==> src/rtl/imem_load_controller.sv <==
// Instruction-memory ownership sequencer: loads a program word stream into RAM while
// stalling the pipeline, then serves fetches. Optional macro: IMEM_BOUNDS_CHECK_EN.
module imem_load_controller #(
  parameter int DEPTH = 16,
  parameter int AW    = 4
) (
  input  logic          clk,
  input  logic          rst,
  input  logic          load_start,
  input  logic          load_valid,
  input  logic [15:0]   load_data,
  output logic          load_ready,
  input  logic          load_done,
  input  logic          fetch_req,
  input  logic [15:0]   fetch_pc,
  output logic          fetch_valid,
  output logic [15:0]   fetch_instr,
  output logic          stall_out,
  output logic          mem_we,
  output logic [AW-1:0] mem_addr,
  output logic [15:0]   mem_wdata,
  input  logic [15:0]   mem_rdata,
  output logic [AW:0]   load_count,
  output logic          err_overflow,
  output logic          err_bounds,
  output logic [1:0]    dbg_state
);

  // Load port handshake: a word transfers on a cycle where load_valid && load_ready.
  // load_ready never depends on load_valid; it drops while full or while a restart is requested.
  typedef enum logic [1:0] {
    S_IDLE  = 2'd0,
    S_LOAD  = 2'd1,
    S_DRAIN = 2'd2,
    S_RUN   = 2'd3
  } state_t;

  localparam logic [AW:0] LP_DEPTH = (AW+1)'(DEPTH);

  state_t        r_state, w_next;
  logic [AW:0]   r_count;
  logic          r_ovf;
  logic          r_fvalid;
  logic          r_fzero;
  logic          w_full;
  logic          w_accept;
  logic          w_fetch;
  logic          w_oob;
  logic          w_unwritten;
  logic [AW-1:0] w_fidx;

  assign w_full      = (r_count == LP_DEPTH);
  assign w_fetch     = (r_state == S_RUN) && fetch_req;
  assign w_fidx      = fetch_pc[AW:1];
  assign w_unwritten = ({1'b0, w_fidx} >= r_count);
  assign w_accept    = load_ready && load_valid;

`ifdef IMEM_BOUNDS_CHECK_EN
  logic r_bnd;
  logic w_unused_pc;
  assign w_oob       = |fetch_pc[15:AW+1];
  assign err_bounds  = r_bnd;
  assign w_unused_pc = fetch_pc[0];

  always_ff @(posedge clk or posedge rst) begin
    if (rst)                    r_bnd <= 1'b0;
    else if (load_start)        r_bnd <= 1'b0;
    else if (w_fetch && w_oob)  r_bnd <= 1'b1;
  end
`else
  logic w_unused_pc;
  assign w_oob       = 1'b0;
  assign err_bounds  = 1'b0;
  assign w_unused_pc = ^{fetch_pc[15:AW+1], fetch_pc[0]};
`endif

  always_comb begin
    w_next     = r_state;
    load_ready = 1'b0;
    mem_we     = 1'b0;
    mem_addr   = '0;
    mem_wdata  = 16'h0000;
    if (load_start) begin
      w_next = S_LOAD;
    end else begin
      case (r_state)
        S_IDLE:  w_next = S_IDLE;
        S_LOAD:  if (load_done) w_next = S_DRAIN;
        S_DRAIN: w_next = S_RUN;
        S_RUN:   w_next = S_RUN;
        default: w_next = S_IDLE;
      endcase
    end
    // A restart request in LOAD takes the cycle to rewind the index, so no word is taken.
    if (r_state == S_LOAD && !load_start && !w_full) load_ready = 1'b1;
    if (load_ready && load_valid) begin
      mem_we    = 1'b1;
      mem_addr  = r_count[AW-1:0];
      mem_wdata = load_data;
    end else if (w_fetch) begin
      mem_addr  = w_fidx;
    end
  end

  always_ff @(posedge clk or posedge rst) begin
    if (rst) begin
      r_state  <= S_IDLE;
      r_count  <= '0;
      r_ovf    <= 1'b0;
      r_fvalid <= 1'b0;
      r_fzero  <= 1'b0;
    end else begin
      r_state  <= w_next;
      r_fvalid <= w_fetch;
      r_fzero  <= w_unwritten || w_oob;
      if (load_start)                                   r_count <= '0;
      else if (w_accept)                                r_count <= r_count + 1'b1;
      if (load_start)                                   r_ovf <= 1'b0;
      else if (r_state == S_LOAD && load_valid && w_full) r_ovf <= 1'b1;
    end
  end

  // RAM read data arrives one cycle after the address, aligned with r_fvalid.
  assign fetch_valid  = r_fvalid;
  assign fetch_instr  = (r_fvalid && !r_fzero) ? mem_rdata : 16'h0000;
  assign stall_out    = (r_state != S_RUN);
  assign load_count   = r_count;
  assign err_overflow = r_ovf;
  assign dbg_state    = r_state;

endmodule
==> config.mk <==
export PLATFORM = sky130hd
export DESIGN_NAME = imem_load_controller
export DESIGN_NICKNAME = d
export VERILOG_FILES = /design/src/rtl/imem_load_controller.sv
export SDC_FILE = /design/constraint.sdc
export NUM_CORES = 1
export LEC_CHECK = 0
export ABC_AREA = 0
export CAP_MARGIN = 20
export CORE_ASPECT_RATIO = 1.4
export CORE_MARGIN = 2
export CORE_UTILIZATION = 29
export DETAILED_ROUTE_END_ITERATION = 10
export GPL_ROUTABILITY_DRIVEN = 1
export GPL_TIMING_DRIVEN = 0
export PLACE_DENSITY = 0.95
export SYNTH_ARGS = -nofsm -noshare
export SYNTH_HDL_FRONTEND = slang
export SYNTH_SLANG_ARGS = --single-unit
==> constraint.sdc <==
create_clock -name clk -period 2.4 [get_ports clk]
set_input_delay 0.6 -clock clk [delete_from_list [all_inputs] [get_ports clk]]
set_output_delay 0.6 -clock clk [all_outputs]
set_load 0.1 [all_outputs]
==> results of run 1 <==
==> flip-flops by register name (all words and copies together), names as in the netlist <==
register,cells
dbg_state,2
err_overflow,1
fetch_valid,1
load_count,5
r_fzero,1
==> area by class of cell <==
type / count / area (um2)
Inverter: 8 / 32.5
Tap cell: 37 / 46.3
Buffer: 6 / 52.6
Multi-Input combinational cell: 82 / 708
Clock buffer: 3 / 41.3
Sequential cell: 10 / 265
Fill cell: 169 / 621
Timing Repair Buffer: 99 / 1110
==> timing repair <==
item | CTS | global route
pin swaps | 4 | 2
buffers inserted | 3 | 7
gates cloned | 0 | 0
hold buffers | 0 | 0
gates resized for setup | 273 | 14
endpoints found under the setup margin | 44 | 22
==> synth_stat cells <==
| library cell | count |
|---|---|
| dfrtp_1 | 10 |
| o31a_1 | 1 |
| and2_1 | 16 |
| a41oi_1 | 1 |
| and4bb_2 | 1 |
| clkbuf_1 | 3 |
| nor4_1 | 1 |
| clkbuf_2 | 2 |
| nand2_1 | 4 |
| nand4bb_4 | 1 |
| nand4_1 | 1 |
| conb_1 | 1 |
| or3_1 | 2 |
| nand3_1 | 4 |
| nand4bb_1 | 1 |
| a211o_1 | 1 |
| nor2b_1 | 1 |
| buf_4 | 1 |
| buf_6 | 1 |
| and4bb_1 | 1 |
| inv_1 | 8 |
| a22o_1 | 2 |
| o21ai_0 | 7 |
| nor2_1 | 7 |
| a21oi_1 | 5 |
| buf_2 | 1 |
| and3_1 | 17 |
| o31ai_1 | 1 |
| ha_1 | 6 |
==> through the flow <==
step	utilization, %	setup slack, ns	cell area [um2]	hold WS, ns	std cells
after floorplan	-	-0.322	1020	0.440	108
after global placement	67.9	-1.21	1950	0.492	234
after detailed placement	67.9	-1.22	1950	0.493	234
after CTS	75.5	0.00417	2170	0.503	238
after global routing	78.4	-0.00736	2260	0.547	245
final	78.4	0.0235	2260	0.503	245
==> per-layer routing <==
layer	GRT usage, %	part of all wire [%]
met1	19.4	32
met2	39.6	55
met3	6.93	10
met4	9.31	2.8
met5	0	0
==> path summary, 6_finish.rpt <==
kind,to
setup / recovery,mem_addr[1]
hold / removal,err_overflow
setup reg to reg,load_count[1]
hold reg to reg,err_overflow
max in group asynchronous,load_count[1]
min in group asynchronous,r_fzero
==> worst max-delay path: stages (launching register included) <==
cell and delay, ns:
dfrtp_4 0.49, inv_2 0.09, ha_4 0.16, and4bb_4 0.30, nor2_4 0.07, a22o_4 0.26, buf_12 0.16
==> kinds of logic (layout without fill, tap and decap cells) <==
family	after synthesis	after routing	share of synthesized area [%]
AO/OA/AOI/OAI	18	18	12.7
flip-flops	10	10	28.5
adder cells (fa/ha/maj)	6	6	8.55
other	1	1	0.427
buffers and inverters	16	116	8.55
AND/OR/NAND/NOR	57	57	41.3
==> power groups by stage <==
stage | logic (uW) | clock network (uW) | registers [uW]
after floorplan | 231 | 0 | 229
after global placement | 395 | 0 | 192
after detailed placement | 399 | 0 | 193
after CTS | 428 | 178 | 190
after global routing | 461 | 182 | 190
final | 444 | 179 | 188
==> results.md, run 1 <==
- Status: finished, final reports clean
- Final Max Tran Viols: 0
- Synth-to-layout area growth: 157%
- Crit end category: primary output
- Post-synthesis sequential area ratio: between 20% and 30%
- Cell taking the most area after synthesis: dfrtp_1
- GRT Overall Usage: 21.0%
- Hold Path Stages: 2
- Top cell type's share of synthesized area: 28.5%
- CTS tree: yes
- Worst-Margin Slew: 0.982 ns
- CORE AREA: 2880 um2
- Pin count of the biggest net entering global routing: 11
- Crit path arrival time: 1.78 ns
- Clock transition at path regs: 0.05 ns
- DR pass1 iterations: 4
- Most frequent cells in the layout: clkdlybuf4s50_1 (41), buf_12 (17), buf_4 (13)
- Num CTS Buffers: 3
- Clock buffer depth: 2
- Max-Cap Viols: 0
- Final Net Count: 270
- Max Clock Freq: approximately 420 MHz
- Mapped Area: 878 um2
- Leakage power: 0.00101 uW
- Htree depth: 1
- FF-to-FF Start: load_count[0]
- Mean area per synthesized cell: 8.13 um2
- Post-synth net total: 168
- VDD IR max: ~0.00023 V
- Period minus WS final: 2.38 ns
- Detailed Route WL: 3620 um
- Starting Density: between 30 and 40%
- Crit path kind: flop to primary output
- Commonest non-fill, non-tap cell in the layout: clkdlybuf4s50_1
- Die width: 50.5 um
- Setup crit start kind: flop
- Root Buffer: clkbuf_8
- Cell Int Power: between 400 and 500 uW
- Ranking of synthesized cells by area: dfrtp_1 (28%), and3_1 (12%), and2_1 (11%)
- Share of layout cells above drive strength 1: 50.0%
- Vias in the first global route: 1234
- Worst-Skew Late Latency: 0.24 ns
- Setup violations, final: 0
- Type of the most critical hold path: flop to flop
- Post-DP HPWL: 2420 um
- Die ar.: 3490 um2
- Initial antenna violation count: 0
- Vias per inst: 4.85
- Post-route clock period utilization: just under 100%
- GRT overflow: 0
- Pwr per Cell Area: 360 nW/um2
- Cell depth of the worst flop-to-flop path: 6
- Critical Path RT: 1.80 ns
- Setup TNS: 0 ns
- Yosys cell types: 29
- Sw Share: 43.8%
- Gate power share: 54.8%
- Worst hold start: err_overflow
- Seq pwr share: between 20% and 30%
- Final Wtd Congestion: around 0.73
- # rows: 23
- Number of diodes: 0
- Slew HR: 34.4%
- Clk network pwr share: approximately 22%
- Final hold vios: 0
- FF+latch count, synth: 10
- Global-route wire length before repair: 5710 um
- Mapped Cells: 108
- DR vias: 1189
- Crit-path max FO: 4
- I/O Buffers: between 80 and 90
- Slack of the worst reg-to-reg path: about 0.86 ns
- DR WL/cell: 14.8 um
- Power, Total: slightly above 800 uW
- Warnings from Yosys: 0
- Final ANT Viol Nets: 0
- CTS sink count: 10
- DIE HEIGHT: 69.1 um
- Switch Pwr: between 300 and 400 uW
- Critical Path Source: load_count[0]
- 1st-iter DRT viols: 12
- Drc violations: 0
- Worst Skew: roughly 0.0026 ns
- IO Count: 103
(Power assumes the default switching activity.)
==> run 2: changes to the inputs <==
- CORE_UTILIZATION: 29 -> 24
- PLACE_DENSITY: 0.95 -> 0.78
- SKIP_LAST_GASP: unset -> 1
- clock period: 2.4 -> 2.08 ns (I/O delays scaled with it)
==> results.md, run 2 (synthesis results as in run 1) <==
- Status: complete, but fails checks
- Failing checks: setup timing
- Post-DP HPWL: 2540 um
- Clock buffer depth: 2
- Post-DP Area: between 2000 and 2500 um2
- Final Net Count: 281
- Slew HR: 36.1%
- GRT overflow: 0
- Max-Cap Viols: 0
- GRT met1 Usage: 15.9%
- Pin count of the biggest net entering global routing: 11
- Most frequent cells in the layout: clkdlybuf4s50_1 (38), buf_12 (23), and3_4 (17), buf_4 (17), buf_6 (16)
- Max reg flops: 5
- Crit end category: primary output
- Setup violations, final: 20
- Unrepaired setup endpoints after global routing: true
- GRT Overall Usage: 17.9%
- Finished Cell Area: around 2500 um2
- Pwr per Cell Area: between 300 and 400 nW/um2
- Period minus WS final: between 2 and 2.5 ns
- Post-layout util: 69.8%
- Share of layout cells above drive strength 1: 59.4%
- Global route hottest layer: met2
- Detailed Route WL: 3910 um
- Worst Skew: 0.00516 ns
- Placed Cells: 239
- Post-route clock period utilization: 106%
- Crit path kind: flop to primary output
- Htree depth: 1
- DR vias: between 1k and 1.5k
- Worst-Margin Slew: 0.963 ns
- Die width: 55.1 um
- # rows: 26
- Non-filler instance count after layout: 261
- Leakage power: 0.00112 uW
- Number of diodes: 0
- Power, Total: 974 uW
- Met2 Use GR: 35.2%
- Commonest non-fill, non-tap cell in the layout: clkdlybuf4s50_1
- CORE AREA: 3580 um2
- Final hold vios: 0
- IO Count: 103
- Final ANT Viol Nets: 0
- DIE HEIGHT: 75.6 um
- GR Layer Usage met3: 3.92%
- Die ar.: 4170 um2
- Final Wtd Congestion: roughly 0.73
- CTS tree: yes
- Setup TNS: -2.14 ns
- Final Max Tran Viols: 0
- Drc violations: 0
- Critical Path RT: approximately 1.6 ns
- Num CTS Buffers: 3
- Clock transition at path regs: 0.04 ns
- Worst-Skew Late Latency: approximately 0.24 ns
- Crit-path max FO: 7
- Fin worst setup slack: -0.131 ns
- Type of the most critical hold path: flop to flop
- Setup crit start kind: flop
- Crit path arrival time: approximately 1.7 ns
- Vias per inst: 4.87
- VDD IR max: 0.000256 V
- Vias in the first global route: approximately 1.2k
- CTS sink count: 10
- Starting Density: 24.5%
- DR pass1 iterations: 4
- Global-route wire length before repair: roughly 5300 um
- 1st-iter DRT viols: 25
- Hold_buf cts: 0
- Root Buffer: clkbuf_8
- Initial antenna violation count: 0
- I/O Buffers: 89
- Synth-to-layout area growth: 184%
- DR WL/cell: around 15 um
- Max Clock Freq: around 450 MHz
-- run 2: changes by cell type in the layout (fill, tap and decap cells not counted), sizes merged --
cell	before	now
buf	35	64
clkdlybuf4s50	41	38
clkdlybuf4s15	7	4
clkbuf	16	6
dlygate4sd2	8	7
dlymetal6s2s	1	0
-- run 2: final timing paths --
| path | from | end | slack, ns | depth (start not counted) |
|---|---|---|---|---|
| max reg2reg | load_count[0] | r_fzero | 0.43 | 6 |
| max | load_count[1] | mem_wdata[3] | -0.13 | 7 |
| min in group asynchronous | rst | fetch_valid | 0.57 | 2 |
| min | err_overflow | err_overflow | 0.50 | 2 |
| max in group asynchronous | rst | load_count[1] | 1.20 | 2 |
| min reg2reg | err_overflow | err_overflow | 0.50 | 2 |
-- run 2: where the power goes --
group | switching (uW) | leakage, uW | total, uW | internal (uW)
Combinational | 332 | 0.000984 | 559 | 226
Sequential | 10.8 | 0.000118 | 218 | 207
Clock | 70.9 | 0.0000216 | 197 | 126
Total | 414 | 0.00112 | 974 | 560
-- run 2: layout make-up --
type | instances | area, um2
buffer | 7 | 75.1
clock buffer | 3 | 41.3
fill | 252 | 1080
inverter | 8 | 35.0
multi-input combinational | 82 | 767
sequential | 10 | 273
tap | 42 | 52.6
timing repair buffer | 109 | 1250
-- run 2: metrics by stage --
step	hold WS (ns)	setup slack [ns]
after floorplan	0.360	-0.562
after global placement	0.493	-1.39
after detailed placement	0.509	-1.39
after CTS	0.513	-0.220
after global routing	0.565	-0.177
final	0.505	-0.131
-- run 2: per-layer routing --
metal	wire length (um)	share of wire, %
met1	1190	30
met2	2210	57
met3	417	11
met4	90	2.3
met5	0	0
-- run 2: worst max-delay path: stages (launching register included) --
cell and delay [ns]:
dfrtp_4 0.50, inv_4 0.08, ha_4 0.13, nand4bb_1 0.11, clkbuf_8 0.17, buf_12 0.13, and3_4 0.17, buf_12 0.16
-- run 2: what timing repair did --
action,in CTS,in global routing
gates resized for setup,324,21
setup endpoints to repair,48,33
cloned,1,0
pin swaps,10,10
setup buffers,8,11
